<file path="src/rtl/apb_master_if.sv">
// Command, response and APB bus signals for apb_master, grouped for port use.
// The master modport is the DUT view; the slave modport is the environment view.
interface apb_master_if #(
  parameter int DW = 32,
  parameter int AW = 5
);
  logic            i_cmd_valid;
  logic            o_cmd_ready;
  logic [AW-1:0]   i_cmd_addr;
  logic            i_cmd_write;
  logic [DW-1:0]   i_cmd_wdata;
  logic [DW/8-1:0] i_cmd_strb;

  logic            o_rsp_valid;
  logic            i_rsp_ready;
  logic [DW-1:0]   o_rsp_rdata;
  logic            o_rsp_err;
  logic            o_rsp_timeout;

  logic [AW-1:0]   o_paddr;
  logic            o_pwrite;
  logic            o_psel;
  logic            o_penable;
  logic [DW-1:0]   o_pwdata;
  logic [DW/8-1:0] o_pstrb;
  logic [DW-1:0]   i_prdata;
  logic            i_pready;
  logic            i_pslverr;

  modport master (
    input  i_cmd_valid, i_cmd_addr, i_cmd_write, i_cmd_wdata, i_cmd_strb,
    input  i_rsp_ready, i_prdata, i_pready, i_pslverr,
    output o_cmd_ready, o_rsp_valid, o_rsp_rdata, o_rsp_err, o_rsp_timeout,
    output o_paddr, o_pwrite, o_psel, o_penable, o_pwdata, o_pstrb
  );

  modport slave (
    output i_cmd_valid, i_cmd_addr, i_cmd_write, i_cmd_wdata, i_cmd_strb,
    output i_rsp_ready, i_prdata, i_pready, i_pslverr,
    input  o_cmd_ready, o_rsp_valid, o_rsp_rdata, o_rsp_err, o_rsp_timeout,
    input  o_paddr, o_pwrite, o_psel, o_penable, o_pwdata, o_pstrb
  );
endinterface

</file>
<file path="src/rtl/apb_master.sv">
// Single-outstanding APB master: command in, one APB transfer, response out.
// All outputs are registered from the next state, so they change on the edge that enters a state.
module apb_master #(
  parameter int DW     = 32,
  parameter int AW     = 5,
  parameter int TO_CYC = 16
) (
  input logic          pclk,
  input logic          preset,
  apb_master_if.master bus
);

  localparam int            CW      = (TO_CYC > 1) ? $clog2(TO_CYC) : 1;
  localparam bit            TO_EN   = (TO_CYC > 0);
  localparam logic [CW-1:0] TO_LAST = (TO_CYC > 0) ? CW'(TO_CYC - 1) : '0;

  typedef enum logic [1:0] {
    IDLE   = 2'd0,
    SETUP  = 2'd1,
    ACCESS = 2'd2,
    RESP   = 2'd3
  } state_e;

  state_e          state_q, state_d;
  logic [CW-1:0]   cnt_q, cnt_d;
  logic            expire_s;

  logic            cmd_ready_q, cmd_ready_d;
  logic            psel_q, psel_d;
  logic            penable_q, penable_d;
  logic            pwrite_q, pwrite_d;
  logic [AW-1:0]   paddr_q, paddr_d;
  logic [DW-1:0]   pwdata_q, pwdata_d;
  logic [DW/8-1:0] pstrb_q, pstrb_d;
  logic            rsp_valid_q, rsp_valid_d;
  logic [DW-1:0]   rsp_rdata_q, rsp_rdata_d;
  logic            rsp_err_q, rsp_err_d;
  logic            rsp_timeout_q, rsp_timeout_d;

  // Abort condition; a slave completing in the same cycle takes priority in the next-state logic.
  assign expire_s = TO_EN && (cnt_q == TO_LAST) && !bus.i_pready;

  // State, timeout counter and registered outputs.
  always_ff @(posedge pclk) begin
    if (preset) begin
      state_q       <= IDLE;
      cnt_q         <= '0;
      cmd_ready_q   <= 1'b0;
      psel_q        <= 1'b0;
      penable_q     <= 1'b0;
      pwrite_q      <= 1'b0;
      paddr_q       <= '0;
      pwdata_q      <= '0;
      pstrb_q       <= '0;
      rsp_valid_q   <= 1'b0;
      rsp_rdata_q   <= '0;
      rsp_err_q     <= 1'b0;
      rsp_timeout_q <= 1'b0;
    end else begin
      state_q       <= state_d;
      cnt_q         <= cnt_d;
      cmd_ready_q   <= cmd_ready_d;
      psel_q        <= psel_d;
      penable_q     <= penable_d;
      pwrite_q      <= pwrite_d;
      paddr_q       <= paddr_d;
      pwdata_q      <= pwdata_d;
      pstrb_q       <= pstrb_d;
      rsp_valid_q   <= rsp_valid_d;
      rsp_rdata_q   <= rsp_rdata_d;
      rsp_err_q     <= rsp_err_d;
      rsp_timeout_q <= rsp_timeout_d;
    end
  end

  // Next-state logic and access-phase wait counter.
  always_comb begin
    state_d = state_q;
    cnt_d   = cnt_q;
    case (state_q)
      IDLE: begin
        if (bus.i_cmd_valid && cmd_ready_q) begin
          state_d = SETUP;
        end else begin
          state_d = IDLE;
        end
      end
      SETUP: begin
        state_d = ACCESS;
      end
      ACCESS: begin
        if (bus.i_pready || expire_s) begin
          state_d = RESP;
        end else begin
          state_d = ACCESS;
        end
      end
      RESP: begin
        if (bus.i_rsp_ready) begin
          state_d = IDLE;
        end else begin
          state_d = RESP;
        end
      end
      default: begin
        state_d = IDLE;
      end
    endcase

    if (state_q != ACCESS) begin
      cnt_d = '0;
    end else if (!bus.i_pready) begin
      cnt_d = cnt_q + CW'(1'b1);
    end else begin
      cnt_d = cnt_q;
    end
  end

  // Next values of the registered outputs; the APB request registers double as the command capture.
  always_comb begin
    cmd_ready_d   = (state_d == IDLE);
    psel_d        = (state_d == SETUP) || (state_d == ACCESS);
    penable_d     = (state_d == ACCESS);
    rsp_valid_d   = (state_d == RESP);
    pwrite_d      = pwrite_q;
    paddr_d       = paddr_q;
    pwdata_d      = pwdata_q;
    pstrb_d       = pstrb_q;
    rsp_rdata_d   = rsp_rdata_q;
    rsp_err_d     = rsp_err_q;
    rsp_timeout_d = rsp_timeout_q;

    if ((state_q == IDLE) && (state_d == SETUP)) begin
      pwrite_d = bus.i_cmd_write;
      paddr_d  = bus.i_cmd_addr;
      if (bus.i_cmd_write) begin
        pwdata_d = bus.i_cmd_wdata;
        pstrb_d  = bus.i_cmd_strb;
      end else begin
        pwdata_d = '0;
        pstrb_d  = '0;
      end
    end else begin
      pwrite_d = pwrite_q;
      paddr_d  = paddr_q;
    end

    if ((state_q == ACCESS) && bus.i_pready) begin
      rsp_err_d     = bus.i_pslverr;
      rsp_timeout_d = 1'b0;
      rsp_rdata_d   = pwrite_q ? '0 : bus.i_prdata;
    end else if ((state_q == ACCESS) && expire_s) begin
      rsp_err_d     = 1'b1;
      rsp_timeout_d = 1'b1;
      rsp_rdata_d   = '0;
    end else begin
      rsp_err_d     = rsp_err_q;
      rsp_timeout_d = rsp_timeout_q;
    end
  end

  assign bus.o_cmd_ready   = cmd_ready_q;
  assign bus.o_psel        = psel_q;
  assign bus.o_penable     = penable_q;
  assign bus.o_pwrite      = pwrite_q;
  assign bus.o_paddr       = paddr_q;
  assign bus.o_pwdata      = pwdata_q;
  assign bus.o_pstrb       = pstrb_q;
  assign bus.o_rsp_valid   = rsp_valid_q;
  assign bus.o_rsp_rdata   = rsp_rdata_q;
  assign bus.o_rsp_err     = rsp_err_q;
  assign bus.o_rsp_timeout = rsp_timeout_q;

endmodule

</file>
<file path="src/flat_wrapper.sv">
// flat-port wrapper written by rule: the top's interface ports become plain ports
module apb_master_flat 
#(
  parameter int DW     = 32,
  parameter int AW     = 5,
  parameter int TO_CYC = 16
)
  (pclk, preset, bus_i_cmd_valid, bus_i_cmd_addr, bus_i_cmd_write, bus_i_cmd_wdata, bus_i_cmd_strb, bus_i_rsp_ready, bus_i_prdata, bus_i_pready, bus_i_pslverr, bus_o_cmd_ready, bus_o_rsp_valid, bus_o_rsp_rdata, bus_o_rsp_err, bus_o_rsp_timeout, bus_o_paddr, bus_o_pwrite, bus_o_psel, bus_o_penable, bus_o_pwdata, bus_o_pstrb);
  apb_master_if #(.DW(DW), .AW(AW)) bus_i ();
  input logic pclk;
  input logic preset;
  input wire logic [$bits(bus_i.i_cmd_valid)-1:0] bus_i_cmd_valid;
  input wire logic [$bits(bus_i.i_cmd_addr)-1:0] bus_i_cmd_addr;
  input wire logic [$bits(bus_i.i_cmd_write)-1:0] bus_i_cmd_write;
  input wire logic [$bits(bus_i.i_cmd_wdata)-1:0] bus_i_cmd_wdata;
  input wire logic [$bits(bus_i.i_cmd_strb)-1:0] bus_i_cmd_strb;
  input wire logic [$bits(bus_i.i_rsp_ready)-1:0] bus_i_rsp_ready;
  input wire logic [$bits(bus_i.i_prdata)-1:0] bus_i_prdata;
  input wire logic [$bits(bus_i.i_pready)-1:0] bus_i_pready;
  input wire logic [$bits(bus_i.i_pslverr)-1:0] bus_i_pslverr;
  output wire logic [$bits(bus_i.o_cmd_ready)-1:0] bus_o_cmd_ready;
  output wire logic [$bits(bus_i.o_rsp_valid)-1:0] bus_o_rsp_valid;
  output wire logic [$bits(bus_i.o_rsp_rdata)-1:0] bus_o_rsp_rdata;
  output wire logic [$bits(bus_i.o_rsp_err)-1:0] bus_o_rsp_err;
  output wire logic [$bits(bus_i.o_rsp_timeout)-1:0] bus_o_rsp_timeout;
  output wire logic [$bits(bus_i.o_paddr)-1:0] bus_o_paddr;
  output wire logic [$bits(bus_i.o_pwrite)-1:0] bus_o_pwrite;
  output wire logic [$bits(bus_i.o_psel)-1:0] bus_o_psel;
  output wire logic [$bits(bus_i.o_penable)-1:0] bus_o_penable;
  output wire logic [$bits(bus_i.o_pwdata)-1:0] bus_o_pwdata;
  output wire logic [$bits(bus_i.o_pstrb)-1:0] bus_o_pstrb;
  assign bus_i.i_cmd_valid = bus_i_cmd_valid;
  assign bus_i.i_cmd_addr = bus_i_cmd_addr;
  assign bus_i.i_cmd_write = bus_i_cmd_write;
  assign bus_i.i_cmd_wdata = bus_i_cmd_wdata;
  assign bus_i.i_cmd_strb = bus_i_cmd_strb;
  assign bus_i.i_rsp_ready = bus_i_rsp_ready;
  assign bus_i.i_prdata = bus_i_prdata;
  assign bus_i.i_pready = bus_i_pready;
  assign bus_i.i_pslverr = bus_i_pslverr;
  assign bus_o_cmd_ready = bus_i.o_cmd_ready;
  assign bus_o_rsp_valid = bus_i.o_rsp_valid;
  assign bus_o_rsp_rdata = bus_i.o_rsp_rdata;
  assign bus_o_rsp_err = bus_i.o_rsp_err;
  assign bus_o_rsp_timeout = bus_i.o_rsp_timeout;
  assign bus_o_paddr = bus_i.o_paddr;
  assign bus_o_pwrite = bus_i.o_pwrite;
  assign bus_o_psel = bus_i.o_psel;
  assign bus_o_penable = bus_i.o_penable;
  assign bus_o_pwdata = bus_i.o_pwdata;
  assign bus_o_pstrb = bus_i.o_pstrb;
  apb_master #(.DW(DW), .AW(AW), .TO_CYC(TO_CYC)) u_core (.pclk(pclk), .preset(preset), .bus(bus_i));
endmodule
</file>
<file path="config.mk">
export PLATFORM = sky130hd
export DESIGN_NAME = apb_master_flat
export DESIGN_NICKNAME = d
export VERILOG_FILES = /design/src/rtl/apb_master_if.sv /design/src/rtl/apb_master.sv /design/src/flat_wrapper.sv
export SDC_FILE = /design/constraint.sdc
export NUM_CORES = 1
export LEC_CHECK = 0
export CORE_MARGIN = 8
export CORE_UTILIZATION = 35
export DETAILED_ROUTE_END_ITERATION = 12
export PLACE_DENSITY = 0.73
export SYNTH_ARGS = -nofsm -noshare
export SYNTH_HDL_FRONTEND = slang
export SYNTH_SLANG_ARGS = --single-unit
</file>
<file path="constraint.sdc">
create_clock -name pclk -period 2.6 [get_ports pclk]
set_input_delay 0.52 -clock pclk [delete_from_list [all_inputs] [get_ports pclk]]
set_output_delay 0.52 -clock pclk [all_outputs]
set_load 0.02 [all_outputs]
</file>
==> results of run 1 <==
-- cells in the final DEF, fill, tap and decap left out, drive strengths merged, types with 2 or more instances in the layout --
cell type and n:
buf 9, nor2b 2, nand2 49, clkinv 3, xor2 2, inv 3
a22o 32, dfxtp 86, clkbuf 9, nor3b 2, a21oi 45, clkdlybuf4s50 158
nand3 37, nor2 7
-- through the flow --
step	power [mW]	utilization [%]	worst slack [ns]	cell area [um2]
floorplan	1.61	-	0.825	2970
global placement	1.85	56.1	0.520	4610
detailed placement	1.85	56.1	0.444	4610
CTS	2.79	58.5	0.617	4810
global route	2.88	58.5	0.594	4810
finish	2.76	58.5	0.649	4810
-- worst paths after layout --
check / end
worst min register to register: u_core.bus.o_pwdata[11]
worst max-delay path: bus_o_pwrite
worst max register to register: u_core.bus.o_rsp_rdata[4]
worst min-delay path: u_core.bus.o_pwdata[11]
-- state kept, by name (all words and copies together), names as in the netlist, 2 cells and up --
register,count
u_core.cnt_q,4
u_core.bus.o_pstrb,4
u_core.state_q,2
u_core.bus.o_pwdata,32
u_core.bus.o_rsp_rdata,32
u_core.bus.o_paddr,5
-- power breakdown --
group          internal [mW]  switching, mW  leakage, nW
registers               1.36         0.0290        0.696
clock network          0.449          0.489        0.101
logic                  0.227          0.202        0.900
-- per-layer routing --
metal  routed length, um  GRT usage (%)  vias to the layer above
met3                1020           7.08                        8
met5                  10              0                        -
met4                  94           5.35                        2
met2                4500           25.5                      129
met1                4000           18.0                     1338
li1                    -              -                     1380
-- layout make-up --
class | count | area share [%]
clock buffer | 9 | 2.58
clock inverter | 7 | 1.51
inverter | 1 | 0.0781
multi-input combinational | 192 | 23.0
sequential | 86 | 35.8
tap | 105 | 2.73
timing repair buffer | 167 | 34.3
-- cell families after synthesis --
kind of cell / count (synthesis) / synth area share (%)
DFF: 86 / 57.9
buffers and inverters: 30 / 5.14
AOI/OAI and AO/OA: 85 / 19.1
adders and majority gates: 1 / 0.421
and+or+nand+nor: 102 / 16.2
muxes: 1 / 0.337
xor gates and xnor gates: 3 / 0.884
==> impl_metrics.ini, run 1 <==
[timing]
fin_tns_setup_ns = 0
maxSlewHeadroom_pct = 64.1
finClkSkew_ns = 0.0104
report.final.slew_viol_count = 0
timing.fmax_mhz = 513
setup_violations = 0
hold_viol = 0
timing.final.crit_share_pct = 75.0
post-route-min-period_ns = 1.95
hold_ws_ns = 0.453
tightest_slew_ns = 0.538
grt_setup_unrepaired = false

[drt]
via_count = 2857
drt-wirelength-per-cell_um = 17.0
drc = 0
ant_nets = 0
avgViaCountPerCell = 5.04
drtIter0Drc = 110
drt_wl_total_um = 9630
drt-pass1-iter-count = 4

[flow_run]
drv_cap = 0

[worst_setup_path]
crit_start = u_core.bus.o_pwrite
path_class = reg2out
slowest_delay_ns = 0.67
rr_worst_depth = 4
startpoint_type = flip-flop
crit-reg2reg-launch = u_core.state_q[1]
r2r_slack_ns = 0.82
worst-path-stages = 1
critPathMaxFanout = 3
crit_family = buffers and inverters
path_buf_inv = 1
cp_data_required_time_ns = 2.08
crit_chain = clkdlybuf4s50_1
cp_slowest_cell = clkdlybuf4s50_1
endpoint_kind = output pin
crit_arrival_ns = 1.43

[floorplan]
dieHeight_um = 108
coreArea_um2 = 8220
initial_core_util_pct = 36.2
pin_count = 160
row_count = 33
die-area_um2 = 11700
die_w_um = 108

[global_routing]
overflow = 0
grt_max_degree = 52
antenna_found_initial = 1
grt_pass1_wl_um = 14700
grt_usage_pct = 15.7
grt_pass1_vias = 2765

[synthesis]
yosysUniqueCellTypes = 31
synth.most_common_cell = dfxtp_1
synth_enable_flop_cells = 0
ys_async_sr_fraction_pct = 0
synth_common_cells = dfxtp_1 (86), nand2_1 (49), a21oi_1 (45), nand3_1 (37), a22o_1 (32)
avgSynthCellArea_um2 = 9.65
ys_ff_latch = 86
synth-main-ff-cell = dfxtp_1
synth_area_leaders = dfxtp_1 (58%), a22o_1 (9.4%), a21oi_1 (7.6%)
netlist_instances = 308
ys_seq_area_share_pct = 57.9
yosys.area.top_type_share_pct = 57.9
yosys_warnings = 0
synth_top_area_cell = dfxtp_1
synth.cell_area_um2 = 2970
syn_nets = 389

[worst_hold_path]
hold_depth = 2
hold_path_class = reg2reg
hp-start = u_core.bus.o_pwdata[11]

[finish]
multi_input_area_um2 = 1110
seqCellArea_um2 = 1720
antennaDiodeCount = 0
fill_cells = 743
final_nets = 538
syn_to_final_growth_pct = 61.7
post_route_cells_drive_above_1_share_pct = 6.49
layout.cells.non_filler = 567

[cts]
htree_num_levels = 3
holdBufCountCts = 0
cts_resized = 0
cts_sinks = 86
clk_pin_slew_ns = 0.08
cts_buffers = 9
clk_latency_ns = 0.35
cts_tree = done
root_buffer = clkbuf_8
cts_buffer_depth = 2
postCtsSetupBuffers = 0

[power_and_ir_drop]
ir_drop_mv = 0.288
powerDensity_nw_per_um2 = 574
power.leakage_nw = 1.70

[placed_design]
port-buffer-count = 159
post-dp-hpwl_um = 7120
place_inst = 551
gp_congestion = 0.763

[outcome]
status = finished clean
Power figures use the tool's default switching activity.
==> inputs of run 2 (changes only) <==
clock period = 1.8 ns   (was 2.6 ns; I/O delays follow)
==> run 2 against run 1 <==
Via count shrank 1.2%; routed wire length down 1.0%; count of clock-buffer cells in the layout up 2; register-to-register slack got worse by 0.62 ns; cell area grew 1.1%; largest cell class is now buffers; largest power group unchanged.
==> impl_metrics.ini, run 2 (synthesis results as in run 1) <==
[global_routing]
overflow = 0
grt_usage_pct = 15.8
grt_pass1_wl_um = 14800
antenna_found_initial = 0
grt_pass1_vias = 2862
grt_max_degree = 52

[floorplan]
die_w_um = 108
dieHeight_um = 108
die-area_um2 = 11700
coreArea_um2 = 8220
initial_core_util_pct = 36.2
pin_count = 160
row_count = 33

[worst_setup_path]
startpoint_type = flip-flop
critPathMaxFanout = 3
cp_data_required_time_ns = 1.44
path_class = reg2out
endpoint_kind = output pin
slowest_delay_ns = 0.63
crit_arrival_ns = 1.36
path_buf_inv = 1
cp_slowest_cell = clkdlybuf4s50_1
r2r_slack_ns = 0.20
crit_family = buffers and inverters
crit_chain = clkdlybuf4s50_1

[timing]
post-route-min-period_ns = 1.72
finClkSkew_ns = 0.0102
maxSlewHeadroom_pct = 63.8
timing.final.crit_share_pct = 95.4
tightest_slew_ns = 0.544
hold_viol = 0
report.final.slew_viol_count = 0
timing.fmax_mhz = 583
fin_tns_setup_ns = 0
worst_slack_ns = 0.0836
setup_violations = 0
grt_setup_unrepaired = false

[cts]
cts_buffers = 9
htree_num_levels = 3
clk_pin_slew_ns = 0.08
holdBufCountCts = 0
postCtsSetupBuffers = 0
cts_buffer_depth = 2
cts_tree = done
cts_sinks = 86
clk_latency_ns = 0.34
root_buffer = clkbuf_8

[finish]
layout_commonest_cell = clkdlybuf4s50_1
multi_input_area_um2 = 1110
antennaDiodeCount = 0
post_route_cells_drive_above_1_share_pct = 6.67
seqCellArea_um2 = 1720
final_nets = 542
syn_to_final_growth_pct = 63.6
final_util_pct = 59.2
final_cell_mix = clkdlybuf4s50_1 (157), dfxtp_1 (86), nand2_1 (49)
fill_cells = 729

[drt]
drc = 0
ant_nets = 0
drt_wl_total_um = 9530
avgViaCountPerCell = 4.95
via_count = 2822
drt-wirelength-per-cell_um = 16.7
drtIter0Drc = 126
drt-pass1-iter-count = 4

[placed_design]
post-dp-hpwl_um = 7160
post-place-ws_ns = 0.0833
gp_congestion = 0.730
port-buffer-count = 159

[power_and_ir_drop]
powerDensity_nw_per_um2 = 778
pwr-share-comb_pct = 17.4
net-switching-power_uw = 968
intPower_mw = 2.81
clock_power_share_pct = 29.5
swShare_pct = 25.6
power.leakage_nw = 1.73
ir_drop_mv = 0.430
pwr-share-seq_pct = 53.1

[outcome]
status = finished clean

[flow_run]
drv_cap = 0

[worst_hold_path]
hold_path_class = in2reg
[run 2: cell types whose count changed in the layout (fill, tap and decap cells not counted), sizes merged]
cell / before / now
buf: 9 / 13
clkbuf: 9 / 11
inv: 3 / 1
bufinv: 1 / 0
clkdlybuf4s50: 158 / 157
clkinv: 3 / 2
clkinvlp: 1 / 2
dlymetal6s2s: 0 / 1
[run 2: path summary, 6_finish.rpt]
check,start,cells past startpoint,endpoint
min reg2reg,u_core.bus.o_pwdata[3],2,u_core.bus.o_pwdata[3]
max reg2reg,u_core.state_q[1],4,u_core.bus.o_rsp_rdata[20]
max,u_core.bus.o_cmd_ready,1,bus_o_cmd_ready
min,preset,3,u_core.cnt_q[3]
[run 2: what timing repair did]
action,in CTS,in global routing
hold endpoints to repair,0,0
resized for setup,0,1
setup endpoints to repair,0,1
[run 2: per-stage QoR]
step / hold WS [ns] / power [mW] / instances / cell area (um2)
2_1_floorplan: 0.486 / 2.32 / 308 / 2970
3_3_place_gp: 0.437 / 2.70 / 555 / 4700
4_1_cts: 0.419 / 3.84 / 570 / 4860
6_report: 0.425 / 3.78 / 570 / 4860
5_1_grt: 0.418 / 3.97 / 570 / 4860
3_5_place_dp: 0.443 / 2.72 / 555 / 4700
[run 2: layout make-up]
class                           count  area share, %
Sequential cell                    86           35.4
Timing Repair Buffer              171           35.8
Clock inverter                      4          0.515
Clock buffer                       11           2.70
Tap cell                          105           2.70
Inverter                            1         0.0772
Multi-Input combinational cell    192           22.8
[run 2: layer usage]
metal / vias to the layer above / GRT usage (%) / share of wire, %
li1: 1387 / - / -
met1: 1298 / 18.3 / 43
met2: 122 / 25.2 / 46
met3: 15 / 7.56 / 10
met4: 0 / 5.15 / 1.9
met5: - / 0 / 0
[run 2: power groups by stage]
| stage | Combinational (mW) | Clock, mW | Sequential, mW |
|---|---|---|---|
| after floorplan | 0.193 | 0 | 2.13 |
| after global placement | 0.655 | 0 | 2.05 |
| after detailed placement | 0.662 | 0 | 2.05 |
| after CTS | 0.665 | 1.17 | 2.01 |
| after global routing | 0.702 | 1.25 | 2.02 |
| final | 0.657 | 1.12 | 2.01 |
